## src/rtl/led_pattern_engine.sv

```systemverilog
// ---------------------------------------------------------------------------
// led_pattern_engine
//   Multi-mode LED pattern sequencer for the board LED bank. One pattern step
//   is taken per qualified tick from the shared slow-tick divider, so
//   everything runs on clk with no derived clocks.
//
//   Animations (mode):
//     0 EXPAND   : centre-out bar, step 0..HALF, then wrap
//     1 PINGPONG : same bar, step 0..HALF..0, endpoints shown once
//     2 BOUNCE   : single lit LED, step 0..WIDTH-1..0
//     3 FILL     : right-aligned fill, step 0..WIDTH, then wrap
//
// Parameters:
//   WIDTH : number of LEDs, even and at least 4.
//
// Ports:
//   clk   in   system clock
//   rst   in   asynchronous, active-high reset
//   tick  in   step enable, one step per high cycle
//   pause in   hold current step while high (tick ignored)
//   mode  in   animation select
//   led   out  registered LED drive, bit 0 is the rightmost LED
//   frame out  one-cycle pulse when the pattern returns to step 0
//   step  out  current step index (debug view of the sequencer state)
//
// Handshake: there is none. tick is a plain enable, sampled on every rising
// clk edge; it is consumed only when pause is low and mode equals the
// registered mode. A mode change always wins over tick and pause.
//
// Build option:
//   LED_PATTERN_ACTIVE_LOW_EN : when defined, led is the bitwise complement
//   of the pattern (reset value all ones) for active-low boards.
// ---------------------------------------------------------------------------
module led_pattern_engine #(
   parameter int WIDTH = 16
) (
   input  logic                          clk,
   input  logic                          rst,
   input  logic                          tick,
   input  logic                          pause,
   input  logic [1:0]                    mode,
   output logic [WIDTH-1:0]              led,
   output logic                          frame,
   output logic [$clog2(2*WIDTH)-1:0]    step
);

   localparam int HALF   = WIDTH / 2;
   localparam int STEP_W = $clog2(2 * WIDTH);

   localparam logic [STEP_W-1:0] HALF_S  = STEP_W'(HALF);
   localparam logic [STEP_W-1:0] LAST_S  = STEP_W'(WIDTH - 1);
   localparam logic [STEP_W-1:0] WIDTH_S = STEP_W'(WIDTH);

`ifdef LED_PATTERN_ACTIVE_LOW_EN
   localparam logic [WIDTH-1:0] LED_RST = '1;
`else
   localparam logic [WIDTH-1:0] LED_RST = '0;
`endif

   typedef enum logic [1:0] {
      MODE_EXPAND   = 2'd0,
      MODE_PINGPONG = 2'd1,
      MODE_BOUNCE   = 2'd2,
      MODE_FILL     = 2'd3
   } mode_t;

   typedef enum logic {
      DIR_UP   = 1'b0,
      DIR_DOWN = 1'b1
   } dir_t;

   mode_t              mode_q, mode_d;
   dir_t               dir_q, dir_d, dir_nxt;
   logic [STEP_W-1:0]  step_q, step_d, step_nxt, turn_s;
   logic [WIDTH-1:0]   led_q, led_d;
   logic               frame_q, frame_d;

   // Active-high pattern for a given mode and step.
   function automatic logic [WIDTH-1:0] pattern(input mode_t m,
                                                input logic [STEP_W-1:0] s);
      logic [WIDTH-1:0] p;
      int               si;
      si = int'(s);
      p  = '0;
      for (int i = 0; i < WIDTH; i++) begin
         case (m)
            MODE_EXPAND,
            MODE_PINGPONG: p[i] = (i >= HALF - si) && (i < HALF + si);
            MODE_BOUNCE:   p[i] = (i == si);
            default:       p[i] = (i < si);
         endcase
      end
      return p;
   endfunction

   // Board polarity is applied before the register so led stays a flop output.
   function automatic logic [WIDTH-1:0] drive(input logic [WIDTH-1:0] p);
`ifdef LED_PATTERN_ACTIVE_LOW_EN
      return ~p;
`else
      return p;
`endif
   endfunction

   // Step the current animation by one; only used when an advance happens.
   always_comb begin
      step_nxt = step_q;
      dir_nxt  = dir_q;
      turn_s   = (mode_q == MODE_PINGPONG) ? HALF_S : LAST_S;
      case (mode_q)
         MODE_EXPAND: step_nxt = (step_q == HALF_S)  ? '0 : step_q + STEP_W'(1);
         MODE_FILL:   step_nxt = (step_q == WIDTH_S) ? '0 : step_q + STEP_W'(1);
         default: begin
            // PINGPONG and BOUNCE: the direction flips on the edge that lands
            // on an endpoint, so each endpoint is displayed for one tick only.
            if (dir_q == DIR_UP) begin
               step_nxt = step_q + STEP_W'(1);
               if (step_nxt == turn_s) dir_nxt = DIR_DOWN;
            end else begin
               step_nxt = step_q - STEP_W'(1);
               if (step_nxt == '0) dir_nxt = DIR_UP;
            end
         end
      endcase
   end

   always_comb begin
      mode_d  = mode_q;
      step_d  = step_q;
      dir_d   = dir_q;
      led_d   = led_q;
      frame_d = 1'b0;
      if (mode != mode_q) begin
         // Restart the new animation; the tick on this edge is not consumed.
         mode_d = mode_t'(mode);
         step_d = '0;
         dir_d  = DIR_UP;
         led_d  = drive(pattern(mode_t'(mode), '0));
      end else if (tick && !pause) begin
         step_d  = step_nxt;
         dir_d   = dir_nxt;
         led_d   = drive(pattern(mode_q, step_nxt));
         frame_d = (step_nxt == '0) && (step_q != '0);
      end
   end

   always_ff @(posedge clk or posedge rst) begin
      if (rst) begin
         mode_q  <= MODE_EXPAND;
         step_q  <= '0;
         dir_q   <= DIR_UP;
         led_q   <= LED_RST;
         frame_q <= 1'b0;
      end else begin
         mode_q  <= mode_d;
         step_q  <= step_d;
         dir_q   <= dir_d;
         led_q   <= led_d;
         frame_q <= frame_d;
      end
   end

   assign led   = led_q;
   assign frame = frame_q;
   assign step  = step_q;

endmodule

```

## config.mk

```make
export PLATFORM = sky130hd
export DESIGN_NAME = led_pattern_engine
export DESIGN_NICKNAME = d
export VERILOG_FILES = /design/src/rtl/led_pattern_engine.sv
export SDC_FILE = /design/constraint.sdc
export NUM_CORES = 1
export LEC_CHECK = 0
export CORE_UTILIZATION = 35
export CTS_CLUSTER_DIAMETER = 200
export CTS_CLUSTER_SIZE = 14
export DETAILED_ROUTE_END_ITERATION = 8
export PLACE_DENSITY_LB_ADDON = 0.3
export SETUP_SLACK_MARGIN = 0.2
export SYNTH_ARGS = -nofsm -noshare
export SYNTH_HDL_FRONTEND = slang
export SYNTH_SLANG_ARGS = --single-unit
```

## constraint.sdc

```tcl
create_clock -name clk -period 4.7 [get_ports clk]
set_input_delay 0.47 -clock clk [delete_from_list [all_inputs] [get_ports clk]]
set_output_delay 0.47 -clock clk [all_outputs]
set_load 0.005 [all_outputs]
```

**After elaboration in Yosys (flattened, before gate mapping)**

Index checks and enable logic that the tools add are counted.
Widths: inputs -> output; s select.

- Bitwise gates (word level): 0
- $add $sub $neg: 4
- Shifts and indexed selects: 0
- Magnitude comparators: 48
- Multiply operators: 0
- Divide/modulo/power cells: 0
- Reductions and logical operators: 28
- Multiplexer cells: 34
- Equal/unequal tests: 24

Operators by type and width:

| cell | number |
|---|---|
| $lt 5x32->1 const A | 7 |
| $lt 4x32->1 const A | 4 |
| $lt 3x32->1 const A | 2 |
| $ge 5x6->1 const A | 8 |
| $eq 5x5->1 const A | 8 |
| $lt 4x5->1 const A | 8 |
| $lt 1x32->1 const A | 1 |
| $lt 2x32->1 const A | 1 |
| $mux 16 | 2 |
| $pmux 1 s2 | 16 |
| $mux 5 | 5 |
| $ge 4x6->1 const A | 4 |
| $eq 4x5->1 const A | 4 |
| $lt 3x5->1 const A | 4 |
| $logic_and 1x1->1 | 18 |
| $logic_not 5->1 | 3 |
| $ge 3x6->1 const A | 2 |
| $eq 3x5->1 const A | 2 |
| $lt 1x5->1 const A | 2 |
| $lt 2x5->1 const A | 2 |
| $pmux 5 s2 | 1 |
| $mux 1 | 9 |
| $add 4x5->6 const A | 1 |
| $eq 2x2->1 const B | 3 |
| other kinds (20) | 21 |

- Latch bits: 0
- RAM bits: 0
- Memory bits (read-only): 0
- Flip-flop bits (word level): 25
- Logic and storage cells: 143
- Input port bits: 6
- Memories: 0

**Logic depth before layout (Yosys ltp)**

- Word-level depth: 9
- Gate-level depth with buffers: 15
- Gate-level depth less buffers: 13

**Least setup slack after synthesis**

OpenSTA, ideal clock, no wires.

- Kind: reg2reg
- Start: register step_q[0], in the netlist step[0]
- End: register led_q[3], in the netlist led[3]
- Path buffers: 4
- Stages on the path, launching flop included: 15
- Period minus slack after synthesis: 3.332 ns
- Slack: 1.368 ns
- Required time: 4.579 ns
- Arrival time: 3.211 ns
- Path through: dfrtp_1 > buf_2 > inv_1 > ha_1 > and4bb_2 > o221a_2 > buf_4 > nor2_1 > inv_1 > ha_1 > clkbuf_1 > clkbuf_1 > a32oi_1 > o221ai_1 > a22o_1

- Word-level cells in the longest chain between the ends: 9

RTL lines:

| item | RTL line | RTL |
|---|---|---|
| start: declaration | 74 | `logic [STEP_W-1:0] step_q, step_d, step_nxt, turn_s;` |
| start signal: assignment | 156 | `step_q <= step_d;` |
| $add 5x1->5, or another cell as far along | 111, 112, 117 |  |
| $mux 5 (on tied branches) | 116, 111, 112 |  |
| $pmux 5 s2 * | 110 | `case (mode_q)` |
| $add 4x5->6 / $sub 4x5->6 (equally long branches) | 88 | `MODE_PINGPONG: p[i] = (i >= HALF - si) && (i < HALF + si);` |
| $lt 3x32->1 / $ge 3x6->1 (equally long branches) | 88 |  |
| $logic_and 1x1->1 | 88 |  |
| $pmux 1 s2 * | 86 | `case (m)` |
| $mux 16 * | 139 | `end else if (tick && !pause) begin` |
| $mux 16 * | 133 | `if (mode != mode_q) begin` |
| end signal: assignment | 158 | `led_q <= led_d;` |
| end: declaration | 75 | `logic [WIDTH-1:0] led_q, led_d;` |

Every way passes the cells marked *; elsewhere a longest branch is shown, timed or not. The select of a mux whose other input is x is not followed.
A chain may end at the register's enable or synchronous reset.

**Final worst setup path**

- Start: register step_q[0], in the netlist step[0]
- End: register led_q[13], in the netlist led[13]

- Word-level cells in the longest chain between the ends: 9

RTL lines:

| item | RTL line |
|---|---|
| $add 5x1->5, or another cell as far along | 111, 112, 117 |
| $mux 5 (on tied branches) | 116, 111, 112 |
| $pmux 5 s2 * | 110 |
| $add 4x5->6 / $sub 4x5->6 (equally long branches) | 88 |
| $lt 5x32->1 / $ge 5x6->1 (equally long branches) | 88 |
| $logic_and 1x1->1 | 88 |
| $pmux 1 s2 * | 86 |
| $mux 16 * | 139 |
| $mux 16 * | 133 |

Marks and branches as above.

==> qor_table.md <==
| Item | Value | Unit |
|:---|:---|:---|
| Run status | completed | - |
| Average via count per standard cell | 6.23 | - |
| Gate count of the mapped netlist | 309 | - |
| Boundary pin count | 28 | - |
| Later-pin clock latency in the skew report | 280 | ps |
| DR WL/cell | 20.0 | um |
| Critical-path top delay cell | ha_1 | - |
| Total power density per cell area | 179 | nW/um2 |
| Yosys warns | 0 | - |
| Number of cells traversed by the worst hold path | 1 | - |
| #FFs+latches synth | 25 | - |
| Main area contributors after synthesis | dfrtp_1, ha_1, a21oi_1 | - |
| Number of detailed-routing iterations run before antenna repair | 5 | - |
| Peak Freq | 263 | MHz |
| FF+latch area | 626 | um2 |
| Routed wl met3 | 916 | um |
| Met2 routed WL | 3650 | um |
| Pin count of the biggest net entering global routing | 26 | - |
| Arrival @ worst endpoint | 3980 | ps |
| Count of final hold-check violations | 0 | - |
| Setup ws final | 897 | ps |
| Post-DRT Antenna Nets | 0 | - |
| Part of the cycle the worst path needs | 80.9 | % |
| Number of enable flip-flop cells after synthesis | 0 | - |
| Count of endpoints failing setup in the final report | 0 | - |
| Post-CTS resize count | 0 | - |
| Global route total overflow | 0 | - |
| Total Wirelength | 8420 | um |
| Via count of the first global-routing pass | 2467 | - |
| Async set-reset flop share out of synthesis | 100 | % |
| Area of the die | 7620 | um2 |
| Worst Path Required | 4880 | ps |
| Global placer's final weighted congestion | 0.970 | - |
| Leakage Power | 1.15 | nW |
| Top layer reached by signal wires | met4 | - |
| Chip Height | 87.3 | um |
| Stage delay of the slowest cell on the critical path | 750 | ps |
| Placed wire-length estimate after detailed placement | 6180 | um |
| Setup slack at placement | 995 | ps |
| Net count, final | 346 | - |
| Summed instance area of the synthesized netlist | 2550 | um2 |
| Combined global-route utilization of all metal layers | 22.9 | % |
| Number of violations of the max-capacitance limit | 0 | - |
| Crit Reg-Reg Endpoint | led[13] | - |
| Starting density of the core | 36.9 | % |
| Area growth, synth to finish | 14.6 | % |
| Initial DRC Count | 333 | - |
| Critical Path Fanout Max | 24 | - |
| Crit-path cells | inv_1 > ha_1 > a21bo_2 > and2_0 > nor2_1 > inv_1 > ha_1 > nor2_1 > a41o_1 > a211oi_2 > o211ai_1 > a22o_1 | - |
| Synth top area share | 24.6 | % |
| Hold path start | led[4] | - |
| Clock tree sinks | 25 | - |
| Initial antenna violation count | 0 | - |
| Clk_skew | 3.17 | ps |
| Number of buffers and inverters on the critical path | 2 | - |
| Number of buffers created by CTS | 3 | - |
| First-pass GRT wire length | 13300 | um |
| Smallest hold slack | 506 | ps |
| Number of cells traversed by the worst register-to-register path | 12 | - |
| Sequential area share after synthesis | 24.6 | % |
| Endpoint with the worst hold slack | led[4] | - |
| Width of the die | 87.3 | um |
| Worst setup slack for register-to-register paths | 900 | ps |
| Number of buffers on the longest clock path | 2 | - |
| Clock slew seen by the registers of the worst setup and hold paths | 100 | ps |
| TritonCTS clock tree | built | - |
| Worst max-slew margin expressed relative to the limit | 22.2 | % |
| Root buffer cell | clkbuf_8 | - |
| Count of hold-fix buffers inserted at cts | 0 | - |
| Critical path endpoint category | flip-flop | - |
| Post-synth net total | 329 | - |
| Syn avg cell area | 8.24 | um2 |
| Drc violations | 0 | - |
| Crit path launch type | flip-flop | - |
| Area used by multi-input combinational logic | 1760 | um2 |
| Core region area | 6910 | um2 |
| Routed metal-1 wirelength | 3700 | um |
| Worst r2r src | step[0] | - |
| Crit. Startpoint | step[0] | - |
| Antenna cells | 0 | - |
| Number of pins with negative max-slew slack in the final report | 0 | - |
| Library cell occupying the most area in the post-synthesis netlist | dfrtp_1 | - |
| Worst IR drop on VDD | 0.0000923 | V |
| Critical path start-end classification | reg2reg | - |
| H-tree lvl count | 1 | - |
| Fraction of layout cells with a size suffix above 1 | 10.5 | % |
| CP top delay family | adder cells | - |
| Layout filler cell count | 738 | - |
| Number of distinct library cell variants in the gate-level netlist after synthesis | 73 | - |
| Tightest Hold Check Type | reg2reg | - |
| Total via count in the routed design | 2621 | - |
| Main synth FF type | dfrtp_1 | - |
| Period minus WS final | 3800 | ps |
| Slew at the pin closest to its max-slew limit | 1160 | ps |
| Unrepaired setup endpoints after global routing | no | - |
| Port Buf Inserts | 27 | - |
| Setup repair bufs after CTS | 0 | - |
| Final total negative setup slack | 0 | ps |
| Row count | 30 | - |
-- registers in the layout, summed over array words and instances (netlist names) --
signal  count
led        16
step        5
mode_q      2
dir_q       1
frame       1
-- logic make-up after synthesis --
family	share of synthesized area, %
AOI/OAI and AO/OA	36.2
and+or+nand+nor	20.9
adders and majority gates	6.88
xor gates and xnor gates	4.87
buffers and inverters	6.19
DFF	24.6
muxes	0.442
-- cell usage after synthesis, types with 2 or more instances --
cell type / count
and2_1: 2
a22o_1: 9
a31oi_1: 7
a21o_1: 7
nand3_1: 10
o22ai_1: 2
or3_1: 4
a2bb2oi_1: 2
buf_4: 2
o211ai_1: 2
o31ai_1: 5
nor4_1: 3
o21a_1: 2
o221a_2: 2
o221ai_1: 2
a221o_1: 2
nor3_1: 8
dfrtp_1: 25
nor2_1: 23
o211a_1: 2
and2_4: 2
a21oi_1: 28
a311oi_1: 3
ha_1: 14
a211oi_1: 2
inv_1: 15
o21ai_2: 2
a32o_1: 3
xnor2_1: 6
nor2b_1: 2
and3_1: 2
a41oi_1: 2
nand2_1: 30
buf_6: 2
clkbuf_1: 12
a211o_1: 2
buf_2: 3
nand4_1: 2
o21ai_0: 22
-- stage by stage --
stage	util, %	instances	cell area, um2	power [mW]
2_1_floorplan	-	309	2550	0.333
3_3_place_gp	41.6	417	2870	0.384
3_5_place_dp	41.6	417	2870	0.382
4_1_cts	42.2	421	2920	0.525
5_1_grt	42.2	421	2920	0.549
6_report	42.2	421	2920	0.523
-- layer usage --
metal  global-route usage (%)  vias up
met4                     5.96        0
met5                        0        -
met2                     35.2      158
li1                         -     1193
met3                     6.73       23
met1                     31.4     1247
-- layout by cell type, fill, tap and decap left out, types with 4 or more instances in the layout --
cell type and count:
a21o_1 7, a21oi_1 28, a22o_1 9, a31oi_1 7, buf_4 5, clkdlybuf4s50_1 27
dfrtp_1 25, ha_1 14, inv_1 15, nand2_1 30, nand3_1 10, nor2_1 23
nor3_1 8, o21ai_0 22, o31ai_1 5, or3_1 4, xnor2_1 6
-- worst max path at each step --
stage	end	slack (ps)	cells after the start
after global routing	led[6]	640	11
after floorplan	led[3]	1370	14
final	led[13]	900	12
after global placement	led[6]	1140	11
after detailed placement	led[13]	1000	12
after CTS	led[13]	980	12
-- cell type report --
cell class,count,area share [%]
inverters,15,1.93
flip-flops and latches,25,21.4
repair buffers,32,10.5
well taps,96,4.12
clock buffers,4,1.54
multi-input cells,249,60.4
-- power breakdown --
group	switching [mW]	internal, mW	leakage, nW
registers	0.00472	0.220	0.342
clock network	0.0794	0.0611	0.0228
logic	0.103	0.0547	0.780
-- worst reg2reg max path, delay by kind of cell, from the launching register on --
| kind | cells | cell delay, ps |
|---|---|---|
| adder cells (fa/ha/maj) | 2 | 1100 |
| AO/OA/AOI/OAI | 5 | 1030 |
| AND/OR/NAND/NOR | 3 | 640 |
| flip-flops | 1 | 600 |
| buffers and inverters | 2 | 330 |
(Power assumes the default switching activity.)
